### src/rtl/fp2int_cvt_sched.sv
`default_nettype none
// +--------------------------------------------------------------------------+
// | Module      : fp2int_cvt_sched                                           |
// | Description : Shares one combinational bf16->int32 converter between     |
// |               NUM_REQ requesters. Round-robin arbitration, operand       |
// |               classification, and a two-stage pipeline (issue register   |
// |               feeding the converter, then a result register).            |
// | Revision    : 1.0 - initial release                                      |
// +--------------------------------------------------------------------------+
// | Ports                                                                    |
// |   clk_i, rst_i        clock (rising edge), synchronous active-high reset |
// |   req_valid_i/ready_o per-requester request handshake                    |
// |   req_op_i, req_tag_i packed bf16 operands and opaque tags               |
// |   rsp_valid_o/ready_i per-requester response handshake (one-hot valid)   |
// |   rsp_result_o/flag_o/tag_o  shared response bus, zero when empty        |
// |   cvt_op_o/class_o    operand and class driven to the converter          |
// |   cvt_result_i/flag_i converter outputs (combinational from cvt_*_o)     |
// |   flag_sticky_o, flag_clr_i  accumulated delivered flags and its clear   |
// |   cvt_count_o         delivered-response counter (wraps)                 |
// |   busy_o              either pipeline stage occupied                     |
// +--------------------------------------------------------------------------+

package fp2int_cvt_pkg;
  typedef enum logic [2:0] {
    Sub_Norm = 3'd0,
    Norm     = 3'd1,
    Inf      = 3'd2,
    Neg_Inf  = 3'd3,
    NaN      = 3'd4
  } Classif_e;
endpackage

module fp2int_cvt_sched
  import fp2int_cvt_pkg::*;
#(
  parameter int unsigned NUM_REQ = 2,
  parameter int unsigned TAG_W   = 4
) (
  input  logic                     clk_i,
  input  logic                     rst_i,
  input  logic [NUM_REQ-1:0]       req_valid_i,
  output logic [NUM_REQ-1:0]       req_ready_o,
  input  logic [NUM_REQ*16-1:0]    req_op_i,
  input  logic [NUM_REQ*TAG_W-1:0] req_tag_i,
  output logic [NUM_REQ-1:0]       rsp_valid_o,
  input  logic [NUM_REQ-1:0]       rsp_ready_i,
  output logic [31:0]              rsp_result_o,
  output logic [2:0]               rsp_flag_o,
  output logic [TAG_W-1:0]         rsp_tag_o,
  output logic [15:0]              cvt_op_o,
  output Classif_e                 cvt_class_o,
  input  logic [31:0]              cvt_result_i,
  input  logic [2:0]               cvt_flag_i,
  output logic [2:0]               flag_sticky_o,
  input  logic                     flag_clr_i,
  output logic [31:0]              cvt_count_o,
  output logic                     busy_o
);

  localparam int unsigned ID_W = (NUM_REQ > 1) ? $clog2(NUM_REQ) : 1;
  localparam logic [ID_W-1:0] RR_RESET = ID_W'(NUM_REQ - 1);

  // Exponents at or above 158 cannot be represented in 31 magnitude bits,
  // so they saturate here instead of reaching the converter's shifter.
  localparam logic [7:0] EXP_SAT = 8'd158;

  function automatic Classif_e classify(input logic [15:0] op);
    Classif_e cls;
    if (op[14:7] == 8'hFF && op[6:0] != 7'd0) begin
      cls = NaN;
    end else if (op[14:7] >= EXP_SAT) begin
      cls = op[15] ? Neg_Inf : Inf;
    end else if (op[14:7] == 8'd0) begin
      cls = Sub_Norm;
    end else begin
      cls = Norm;
    end
    return cls;
  endfunction

  // Pipeline state
  logic              iss_valid_q, iss_valid_d;
  logic [15:0]       iss_op_q, iss_op_d;
  logic [TAG_W-1:0]  iss_tag_q, iss_tag_d;
  logic [ID_W-1:0]   iss_id_q, iss_id_d;
  Classif_e          iss_class_q, iss_class_d;

  logic              res_valid_q, res_valid_d;
  logic [31:0]       res_result_q, res_result_d;
  logic [2:0]        res_flag_q, res_flag_d;
  logic [TAG_W-1:0]  res_tag_q, res_tag_d;
  logic [ID_W-1:0]   res_id_q, res_id_d;

  logic [ID_W-1:0]   rr_ptr_q, rr_ptr_d;
  logic [31:0]       count_q, count_d;
  logic [2:0]        sticky_q, sticky_d;

  // Control
  logic              res_drain;
  logic              res_load;
  logic              iss_accept;
  logic              accept;
  logic              grant_valid;
  logic [ID_W-1:0]   grant_id;
  logic [NUM_REQ-1:0] grant_oh;
  logic [15:0]       op_sel;
  logic [TAG_W-1:0]  tag_sel;
  int unsigned       idx;

  assign res_drain  = res_valid_q & rsp_ready_i[res_id_q];
  assign res_load   = ~res_valid_q | res_drain;
  // Issue can take a new entry if empty or if its current entry leaves now.
  assign iss_accept = ~iss_valid_q | res_load;

  // Round-robin: first valid requester strictly after the pointer, wrapping.
  always_comb begin
    grant_valid = 1'b0;
    grant_id    = '0;
    idx         = 0;
    for (int unsigned k = 1; k <= NUM_REQ; k++) begin
      idx = 32'(rr_ptr_q) + k;
      if (idx >= NUM_REQ) begin
        idx = idx - NUM_REQ;
      end
      if (!grant_valid && req_valid_i[ID_W'(idx)]) begin
        grant_valid = 1'b1;
        grant_id    = ID_W'(idx);
      end
    end
  end

  always_comb begin
    grant_oh = '0;
    op_sel   = '0;
    tag_sel  = '0;
    for (int unsigned i = 0; i < NUM_REQ; i++) begin
      grant_oh[i] = grant_valid && (grant_id == ID_W'(i));
      if (grant_id == ID_W'(i)) begin
        op_sel  = req_op_i[16*i +: 16];
        tag_sel = req_tag_i[TAG_W*i +: TAG_W];
      end
    end
  end

  // No transfers are offered while reset is held.
  assign req_ready_o = (iss_accept && !rst_i) ? grant_oh : '0;
  assign accept      = grant_valid & iss_accept & ~rst_i;

  always_comb begin
    iss_valid_d  = iss_valid_q;
    iss_op_d     = iss_op_q;
    iss_tag_d    = iss_tag_q;
    iss_id_d     = iss_id_q;
    iss_class_d  = iss_class_q;
    res_valid_d  = res_valid_q;
    res_result_d = res_result_q;
    res_flag_d   = res_flag_q;
    res_tag_d    = res_tag_q;
    res_id_d     = res_id_q;
    rr_ptr_d     = rr_ptr_q;
    count_d      = count_q;
    sticky_d     = sticky_q;

    if (iss_accept) begin
      iss_valid_d = accept;
      if (accept) begin
        iss_op_d    = op_sel;
        iss_tag_d   = tag_sel;
        iss_id_d    = grant_id;
        iss_class_d = classify(op_sel);
        rr_ptr_d    = grant_id;
      end
    end

    if (res_load) begin
      res_valid_d  = iss_valid_q;
      res_result_d = cvt_result_i;
      res_flag_d   = cvt_flag_i;
      res_tag_d    = iss_tag_q;
      res_id_d     = iss_id_q;
    end

    if (res_drain) begin
      count_d  = count_q + 32'd1;
      sticky_d = sticky_q | res_flag_q;
    end
    // Clear wins over a same-cycle delivery.
    if (flag_clr_i) begin
      sticky_d = 3'b000;
    end
  end

  always_ff @(posedge clk_i) begin
    if (rst_i) begin
      iss_valid_q  <= 1'b0;
      iss_op_q     <= '0;
      iss_tag_q    <= '0;
      iss_id_q     <= '0;
      iss_class_q  <= Sub_Norm;
      res_valid_q  <= 1'b0;
      res_result_q <= '0;
      res_flag_q   <= '0;
      res_tag_q    <= '0;
      res_id_q     <= '0;
      rr_ptr_q     <= RR_RESET;
      count_q      <= '0;
      sticky_q     <= '0;
    end else begin
      iss_valid_q  <= iss_valid_d;
      iss_op_q     <= iss_op_d;
      iss_tag_q    <= iss_tag_d;
      iss_id_q     <= iss_id_d;
      iss_class_q  <= iss_class_d;
      res_valid_q  <= res_valid_d;
      res_result_q <= res_result_d;
      res_flag_q   <= res_flag_d;
      res_tag_q    <= res_tag_d;
      res_id_q     <= res_id_d;
      rr_ptr_q     <= rr_ptr_d;
      count_q      <= count_d;
      sticky_q     <= sticky_d;
    end
  end

  // Outputs are forced to zero when the owning stage is empty.
  assign cvt_op_o    = iss_valid_q ? iss_op_q : 16'd0;
  assign cvt_class_o = iss_valid_q ? iss_class_q : Sub_Norm;

  always_comb begin
    rsp_valid_o = '0;
    for (int unsigned i = 0; i < NUM_REQ; i++) begin
      rsp_valid_o[i] = res_valid_q && (res_id_q == ID_W'(i));
    end
  end

  assign rsp_result_o  = res_valid_q ? res_result_q : 32'd0;
  assign rsp_flag_o    = res_valid_q ? res_flag_q : 3'd0;
  assign rsp_tag_o     = res_valid_q ? res_tag_q : '0;
  assign flag_sticky_o = sticky_q;
  assign cvt_count_o   = count_q;
  assign busy_o        = iss_valid_q | res_valid_q;

endmodule

`default_nettype wire

### config.mk
export PLATFORM = sky130hd
export DESIGN_NAME = fp2int_cvt_sched
export DESIGN_NICKNAME = d
export VERILOG_FILES = /design/src/rtl/fp2int_cvt_sched.sv
export SDC_FILE = /design/constraint.sdc
export NUM_CORES = 1
export LEC_CHECK = 0
export CAP_MARGIN = 20
export CORE_ASPECT_RATIO = 0.9
export CORE_MARGIN = 10
export CORE_UTILIZATION = 44
export DETAILED_ROUTE_END_ITERATION = 10
export PLACE_DENSITY = 0.81
export SLEW_MARGIN = 15
export SYNTH_ARGS = -nofsm -noshare
export SYNTH_HDL_FRONTEND = slang
export SYNTH_SLANG_ARGS = --single-unit
### constraint.sdc
create_clock -name clk_i -period 2.6 [get_ports clk_i]
set_input_delay 0.65 -clock clk_i [delete_from_list [all_inputs] [get_ports clk_i]]
set_output_delay 0.65 -clock clk_i [all_outputs]
set_load 0.01 [all_outputs]
# After elaboration in Yosys (flattened, before gate mapping)
# Index checks and enable logic that the tools add are counted.
# Widths: inputs -> output; s select.
op_classes:
  eq_ne: 1
  n_lt_le_gt_ge: 6
  add_sub_neg: 5
  reduce_logical: 13
  mux: 24
  bitwise_logic: 12
ops:
  columns: ["cell", "count"]
  rows:
  - ["$add 32x1->32 const B", 1]
  - ["$mux 16", 2]
  - ["$mux 32", 1]
  - ["$mux 1", 14]
  - ["$mux 3", 3]
  - ["$eq 8x8->1 const B", 1]
  - ["$ge 8x8->1 const B", 1]
  - ["$logic_not 8->1", 1]
  - ["$mux 4", 2]
  - ["$logic_and 1x1->1", 7]
  - ["$reduce_bool 7->1", 1]
  - ["$lt 1x2->1 const B", 3]
  - ["$not 1->1", 5]
  - ["$mux 2", 2]
  - ["$add 1x2->3 const B", 1]
  - ["$and 1x1->1", 3]
  - ["$ge 3x2->1 const B", 1]
  - ["$or 1x1->1", 3]
  - ["$or 3x3->3", 1]
  - ["$add 1x1->2 const B", 1]
  - ["$ge 2x2->1 const B", 1]
  - ["$logic_not 1->1", 2]
  - ["$reduce_and 2->1", 1]
  - ["$reduce_or 2->1", 1]
  - ["$sub 1x1->1 const B", 2]
totals:
  word_cells: 74
  output_inout_bits: 98
  register_bits: 102
  inputBits: 82

# Depth between registers and ports, before layout
logic_depth:
  word_depth: 14
  depth_mapped: 7
  mapped_depth_nobuf: 5

# Worst setup path before layout
# No wires, ideal clock.
synth_path:
  path_kind: "in2out"
  from: "input port req_valid_i[1]"
  to: "output port req_ready_o[1]"
  slack_ns: 0.258
  path_buffers: 2
  cell_stages: 4
  arrival_ns: 1.692
  required_time_ns: 1.950
  path_cell_list: "a21boi_0 > buf_2 > buf_1 > and2_1"
synth_via:
  elab_chain_cells: 8
  elab_cells_between_ends: 12
  classes_between: "mux: 9; reduce/logical: 3"
synth_lines:
  columns: ["item", "line", "rtl"]
  rows:
  - ["start: declaration", "41", "input logic [NUM_REQ-1:0] req_valid_i,"]
  - ["$mux 1 (implied by the code) (2 in series)", "125", "if (!grant_valid && req_valid_i[ID_W'(idx)]) begin"]
  - ["$mux 1", "125", null]
  - ["$logic_not 1->1", "125", null]
  - ["$logic_and 1x1->1", "125", null]
  - ["$mux 1", "125", null]
  - ["$logic_and 1x1->1 (*)", "137", "grant_oh[i] = grant_valid && (grant_id == ID_W'(i));"]
  - ["$mux 2 (*)", "146", "assign req_ready_o = (iss_accept && !rst_i) ? grant_oh : '0;"]
  - ["end: declaration", "42", "output logic [NUM_REQ-1:0] req_ready_o,"]
# Mark *: on every way between the ends. The rest lies on a longest branch, timed or not. The select of a mux whose other input is x is not followed.

# Worst setup path in the final report
layout_path:
  from: "input port rsp_ready_i[0]"
  to: "output port req_ready_o[0]"
layout_via:
  elab_chain_cells: 7
layout_lines:
  columns: ["item", "line", "rtl"]
  rows:
  - ["start: declaration", "46", "input logic [NUM_REQ-1:0] rsp_ready_i,"]
  - ["$mux 1 (implied by the code) (2 in series)", "110", "assign res_drain = res_valid_q & rsp_ready_i[res_id_q];"]
  - ["$and 1x1->1", "110", null]
  - ["$or 1x1->1", "111", "assign res_load = ~res_valid_q | res_drain;"]
  - ["$or 1x1->1", "113", "assign iss_accept = ~iss_valid_q | res_load;"]
  - ["$logic_and 1x1->1", "146", null]
  - ["$mux 2", "146", null]
# No other way between the ends. The select of a mux whose other input is x is not followed.

==> results_dict.tcl <==
set metrics [dict create \
    worstSetupStartpointType "primary input" \
    path_clk_slew_ns 0.08 \
    min_period_ns 2.54 \
    ys_warn_count 0 \
    netlist_area_sq_um 4630 \
    first_pass_iters 4 \
    slew_headroom_pct 60.3 \
    cts_sinks 102 \
    vias 4725 \
    synthMuxAreaShare_pct 4.83 \
    synthSimpleGateAreaFrac_pct 28.1 \
    antenna_cells 0 \
    end_kind "output pin" \
    h-tree-depth 3 \
    synthDistinctLibCells 46 \
    fmax_ghz 0.393 \
    dp_hpwl_um 11700 \
    ys.flop_type "dfxtp_1" \
    holdWs_ns 0.448 \
    tns_ns 0 \
    grt_antenna_before_repair 0 \
    drive_gt1_share_pct 7.11 \
    drv_cap 0 \
    synth.avg_cell_area_sq_um 8.35 \
    tightest_slew_ns 0.594 \
    min_path_type "flop to flop" \
    place_area_sq_um 6620 \
    die_y_um 117 \
    synth_compound_area_share_pct 16.8 \
    portBuffers 179 \
    clkLatencyLatePin_ns 0.34 \
    cts_root_buf "clkbuf_16" \
    placementRows 35 \
    timing.final.crit_share_pct 97.8 \
    rsz0062_at_grt "no" \
    gp_congestion 0.886 \
    ctsHoldBuffers 0 \
    synth_edf_count 0 \
    critical_path_class "primary input to output pin" \
    grt_first_pass_wirelength_um 24700 \
    final_cell_mix "clkdlybuf4s50_1, dfxtp_1, nand2_1" \
    leakage_nw 2.52 \
    route.detailed.drc 0 \
    dieArea_sq_um 15000 \
    synth-xor-area-share_pct 1.89 \
    power-per-cell-area_nw_per_um2 525 \
    syn_inst 555 \
    worstPathRequired_ns 1.95 \
    clk_path_buf_depth 2 \
    numCtsBuffers 9 \
    area_growth_pct 50.2 \
    skew_ns 0.0106 \
    synth-seq-cells 102 \
    final_max_slew_viol_count 0 \
    postCtsSetupBuffers 0 \
    async_flop_share_pct 0 \
    wl_per_cell_um 17.5 \
    setup_viol_count_final 0 \
    grt_max_degree 52 \
    fin_area_sq_um 6960 \
    synthAdderAreaFrac_pct 0.270 \
    finalHoldViolCount 0 \
    overflow 0 \
    max-vdd-ir-drop_uv 386 \
    final_core_util_pct 67.9 \
    final_common_cell "clkdlybuf4s50_1" \
    critPathArrivalTime_ns 1.89 \
    grt_pass1_vias 4826 \
    nets 809 \
    die_w_um 128 \
    start_util_pct 45.2 \
    cp_max_fo 3 \
    wirelength_um 15000 \
    cts_tree "yes" \
    ant_nets 0 \
    yosysSeqAreaShare_pct 44.1 \
    num_io_pins 180 \
    core_sq_um 10200 \
    track_usage_pct 19.5 \
    status "complete, no violations" \
    viasPerCell 5.49 \
    dr.first_iter.drc_count 411 \
    synth_top_family_by_area "simple AND/OR/NAND/NOR gates" \
    syn_nets 638 \
]
## final cells by class
class                      instances  area [sq um]
tap                              129           161
multi-input combinational        406          2430
timing repair buffer             200          1970
clock buffer                       9           225
clock inverter                     7           103
sequential                       102          2040
inverter                           7          26.3
fill                             805          3290
## metal layers
metal	share of wire (%)	up-vias	global-route usage [%]
met5	0	-	0
met4	2.7	0	5.70
met3	11	25	9.68
met2	48	192	32.5
met1	38	2214	21.1
li1	-	2294	-
## synth_stat cells, types with 3 or more instances
master / number / area share [%]
dfxtp_1: 102 / 44
nand2_1: 89 / 7.2
a21oi_1: 66 / 7.1
and2_1: 61 / 8.2
clkbuf_1: 33 / 2.7
nor2_1: 27 / 2.2
mux2i_1: 21 / 4.5
o2bb2ai_1: 15 / 2.8
nand4_1: 12 / 1.6
o31ai_1: 12 / 1.9
or4_1: 12 / 1.9
xnor2_1: 10 / 1.9
or3_1: 9 / 1.2
nand3_1: 8 / 0.86
nor3_1: 8 / 0.86
nor4_1: 8 / 1.1
o21ai_0: 8 / 0.86
inv_1: 7 / 0.57
a211oi_1: 5 / 0.81
buf_1: 4 / 0.32
a21o_1: 3 / 0.49
a32o_1: 3 / 0.65
and4_1: 3 / 0.57
## critical path, cell delays in order
cell	delay, ns
clkdlybuf4s50_1	0.50
mux2i_4	0.09
a311o_1	0.38
nor2_1	0.12
buf_2	0.15
## flip-flops by register name, indices dropped and copies added (netlist names)
name	count
rr_ptr_q	1
iss_id_q	1
iss_class_q	3
cvt_count_o	32
res_result_q	32
res_tag_q	4
iss_valid_q	1
res_valid_q	1
res_id_q	1
iss_op_q	16
iss_tag_q	4
res_flag_q	3
flag_sticky_o	3
## worst paths after layout
| check | to | slack, ns | depth (start not counted) | start |
|---|---|---|---|---|
| worst min register to register | res_result_q[25] | 0.45 | 2 | res_result_q[25] |
| worst max-delay path | req_ready_o[0] | 0.06 | 5 | rsp_ready_i[0] |
| worst min-delay path | res_result_q[25] | 0.45 | 2 | res_result_q[25] |
| worst max register to register | cvt_count_o[29] | 0.47 | 4 | cvt_count_o[7] |
## what timing repair did
item / 4_1_cts / 5_1_grt
pin swaps: 1 / 2
gates cloned: 0 / 0
resized for setup: 10 / 5
setup endpoints to repair: 36 / 15
## cell families (layout without fill, tap and decap cells)
group	count (synthesis)	after routing
fa+ha+maj	1	1
simple gates	250	250
mux	22	22
buf+inv	47	223
xor+xnor	10	10
flops	102	102
compound gates	123	123
## stage by stage
stage | worst slack [ns] | total power [mW] | instances
floorplan | 0.258 | 1.93 | 555
global placement | -0.459 | 2.21 | 844
detailed placement | -0.449 | 2.22 | 844
CTS | 0.00593 | 3.69 | 860
global route | 0.00211 | 3.81 | 860
finish | 0.0580 | 3.66 | 860
## where the power goes
group / switching, mW / internal (mW) / total [mW] / leakage (nW)
registers: 0.0459 / 1.64 / 1.68 / 0.838
logic: 0.224 / 0.278 / 0.502 / 1.52
clock network: 0.614 / 0.858 / 1.47 / 0.162
total: 0.884 / 2.77 / 3.66 / 2.52
(Power assumes the default switching activity.)
==> edit, RTL diff (config.mk and constraints unchanged) <==
Put a register stage on the output `rsp_flag_o`, without a reset. The value now appears one clock later. The other outputs are not delayed to match.
--- a/src/rtl/fp2int_cvt_sched.sv
+++ b/src/rtl/fp2int_cvt_sched.sv
@@ -236,3 +236,5 @@
   assign rsp_result_o  = res_valid_q ? res_result_q : 32'd0;
-  assign rsp_flag_o    = res_valid_q ? res_flag_q : 3'd0;
+  always_ff @(posedge clk_i) begin
+    rsp_flag_o <= res_valid_q ? res_flag_q : 3'd0;
+  end
   assign rsp_tag_o     = res_valid_q ? res_tag_q : '0;
Behaviour: not the same (a bounded check fails within 4 cycles, from zero or initial values and one cycle with rst_i high).
==> edit against the unedited design <==
  * Register-to-register slack worse by 0.09 ns
  * Worst setup slack improved by 0.039 ns
  * Via count rose by 3.6%
  * Final area is essentially flat
  * Sequential cell count grew 3
  * Synthesized area grew 0.94%
  * Critical path depth is the same
  * Total power is 2.4% higher
  * Wire length down 0.41%
  * Combinational power up 2%
==> edit: results (changes against the unedited design) <==
Synth
The net count of the mapped netlist came to 688 (was 638). The synthesized-area fraction occupied by adder cells is 0.002675 (was 0.002700). Cell types with the largest area share after synthesis: sky130_fd_sc_hd__dfxtp_1, sky130_fd_sc_hd__nand2_1, sky130_fd_sc_hd__and2_1, sky130_fd_sc_hd__a21oi_1, sky130_fd_sc_hd__nor2_1 (was sky130_fd_sc_hd__dfxtp_1, sky130_fd_sc_hd__and2_1, sky130_fd_sc_hd__nand2_1, sky130_fd_sc_hd__a21oi_1, sky130_fd_sc_hd__mux2i_1). The fraction of the mapped netlist area in compound gates is 0.1426 (was 0.1679). Synth top cells by count: sky130_fd_sc_hd__nand2_1, sky130_fd_sc_hd__dfxtp_1, sky130_fd_sc_hd__a21oi_1, sky130_fd_sc_hd__and2_1, sky130_fd_sc_hd__nor2_1 (was sky130_fd_sc_hd__dfxtp_1, sky130_fd_sc_hd__nand2_1, sky130_fd_sc_hd__a21oi_1, sky130_fd_sc_hd__and2_1, sky130_fd_sc_hd__clkbuf_1). The xor-xnor portion of the synthesized cell area came to 0.03183 (was 0.01890). The mux contribution to synthesized area is 0.006686 (was 0.04833).

The count of unique library cells instantiated by Yosys came to 44 (was 46). The share of synthesized area occupied by flip-flops and latches was 0.4493 (was 0.4406).

Route
The mean number of vias per cell is 5.409 (was 5.494). The number of iterations in the first detailed-routing pass came to 4 (unchanged). The number of DRC markers after the initial detailed-route iteration is 408 (was 411). The routed wire length came to 14980 µm (was 15040 µm).

Placed design
The half-perimeter wire length after detailed placement is 11290 µm (was 11660 µm). The global placement routability congestion is 0.9147 (was 0.8863). The total of buffers placed on input and output ports is 179 (unchanged).

Clock network
The CTS buffer count came to 9 (unchanged). The maximum count of clock buffers along a single path is 2 (unchanged). The library cell used as clock root buffer is sky130_fd_sc_hd__clkbuf_16 (unchanged).

The latest clock arrival within the worst-skew pair is 0.34 ns (about the same).

Global routing
The via count of the first global-routing pass is 4874 (was 4826). The first-pass GRT wire length is 24120 µm (was 24730 µm). The maximum number of pins on one net before global-route repair is 101 (was 52). The total routing resource utilization after global routing is 0.1901 (was 0.1950).

STA
The worst relative slew slack is 0.3133 (was 0.6029). The worst-case clock skew is 0.008271 ns (was 0.01059 ns).

Setup path
The data arrival time at the worst-slack endpoint is 1.85 ns (was 1.89 ns). The launching point of the worst reg2reg path is cvt_count_o[3]$_SDFFE_PP0P_ (was cvt_count_o[7]$_SDFFE_PP0P_). The largest fanout on the critical path came to 3 (unchanged).

Layout
The antenna diode count was 0 (unchanged). The fraction of layout instances using a drive strength above 1 came to 0.06186 (was 0.07114). The final net count is 854 (was 809).

Worst hold path
The launch instance of the worst min-delay path is res_result_q[31]$_SDFFE_PP0P_ (was res_result_q[25]$_SDFFE_PP0P_).

Power and ir drop
The leakage power of the design is 2.567 nW (was 2.524 nW). The maximum resistive drop on vdd was 434.0 µV (was 386.3 µV).

Status
Status: finished, final reports clean (unchanged).
[edit: cell types whose count changed in the layout (fill, tap and decap cells not counted), moves of 9 or more]
cell,before,now
sky130_fd_sc_hd__or4_1,12,3
sky130_fd_sc_hd__nor2_1,27,48
sky130_fd_sc_hd__a311oi_1,0,20
sky130_fd_sc_hd__nand2_1,89,138
sky130_fd_sc_hd__mux2i_1,21,1
sky130_fd_sc_hd__o31ai_1,12,2
sky130_fd_sc_hd__o2bb2ai_1,15,0
[edit: kinds of logic (layout without fill, tap and decap cells)]
logic type	after synthesis	in the layout
AOI/OAI and AO/OA	110	110
xor gates and xnor gates	17	17
adders and majority gates	1	1
buffers and inverters	53	224
DFF	105	105
muxes	3	3
and+or+nand+nor	316	316
[edit: layout make-up]
class	instances	area, µm²
Fill cell	859	3369
Multi-Input combinational cell	447	2397
Clock inverter	5	85.08
Inverter	12	45.04
Timing Repair Buffer	196	1922
Tap cell	129	161.4
Sequential cell	105	2102
Clock buffer	11	252.7
[edit: repair_timing]
action,4_1_cts,5_1_grt
pin swaps,0,1
endpoints found under the setup margin,2,2
hold buffers,0,0
cloned,0,0
gates resized for setup,11,2
[edit: path summary, 6_finish.rpt]
| kind | to | slack, ns | cells after the start |
|---|---|---|---|
| min reg2reg | res_result_q[31]$_SDFFE_PP0P_ | 0.45 | 2 |
| max reg2reg | cvt_count_o[31]$_SDFFE_PP0P_ | 0.38 | 5 |
| max | req_ready_o[1] | 0.1 | 5 |
| min | res_result_q[31]$_SDFFE_PP0P_ | 0.45 | 2 |
[edit: routing by layer]
metal	global-route usage	wire, µm
met5	0	0
met4	0.06250	293
met3	0.07114	1374
met2	0.3112	7049
met1	0.2227	6262
[edit: report_power, final]
group | switching, W | internal (W)
Sequential | 0.0000407 | 0.00169
Clock | 0.000599 | 0.000902
Combinational | 0.000242 | 0.000272
[edit: stage by stage]
stage	setup WS, ns	instance area (µm²)	std cells	power, W	hold slack (ns)
floorplan	0.3904	4678	605	0.001986	0.4273
global placement	-0.4726	6621	889	0.002264	0.4332
detailed placement	-0.5019	6621	889	0.002278	0.4420
CTS	0.01297	6958	905	0.003773	0.4518
global route	0.02079	6965	905	0.003883	0.4715
finish	0.09746	6965	905	0.003744	0.4491
[edit: critical path, cell delays in order]
cell	delay [ns]
sky130_fd_sc_hd__clkdlybuf4s50_1	0.49
sky130_fd_sc_hd__mux2i_2	0.12
sky130_fd_sc_hd__a31o_2	0.30
sky130_fd_sc_hd__nor3_2	0.14
sky130_fd_sc_hd__buf_2	0.16
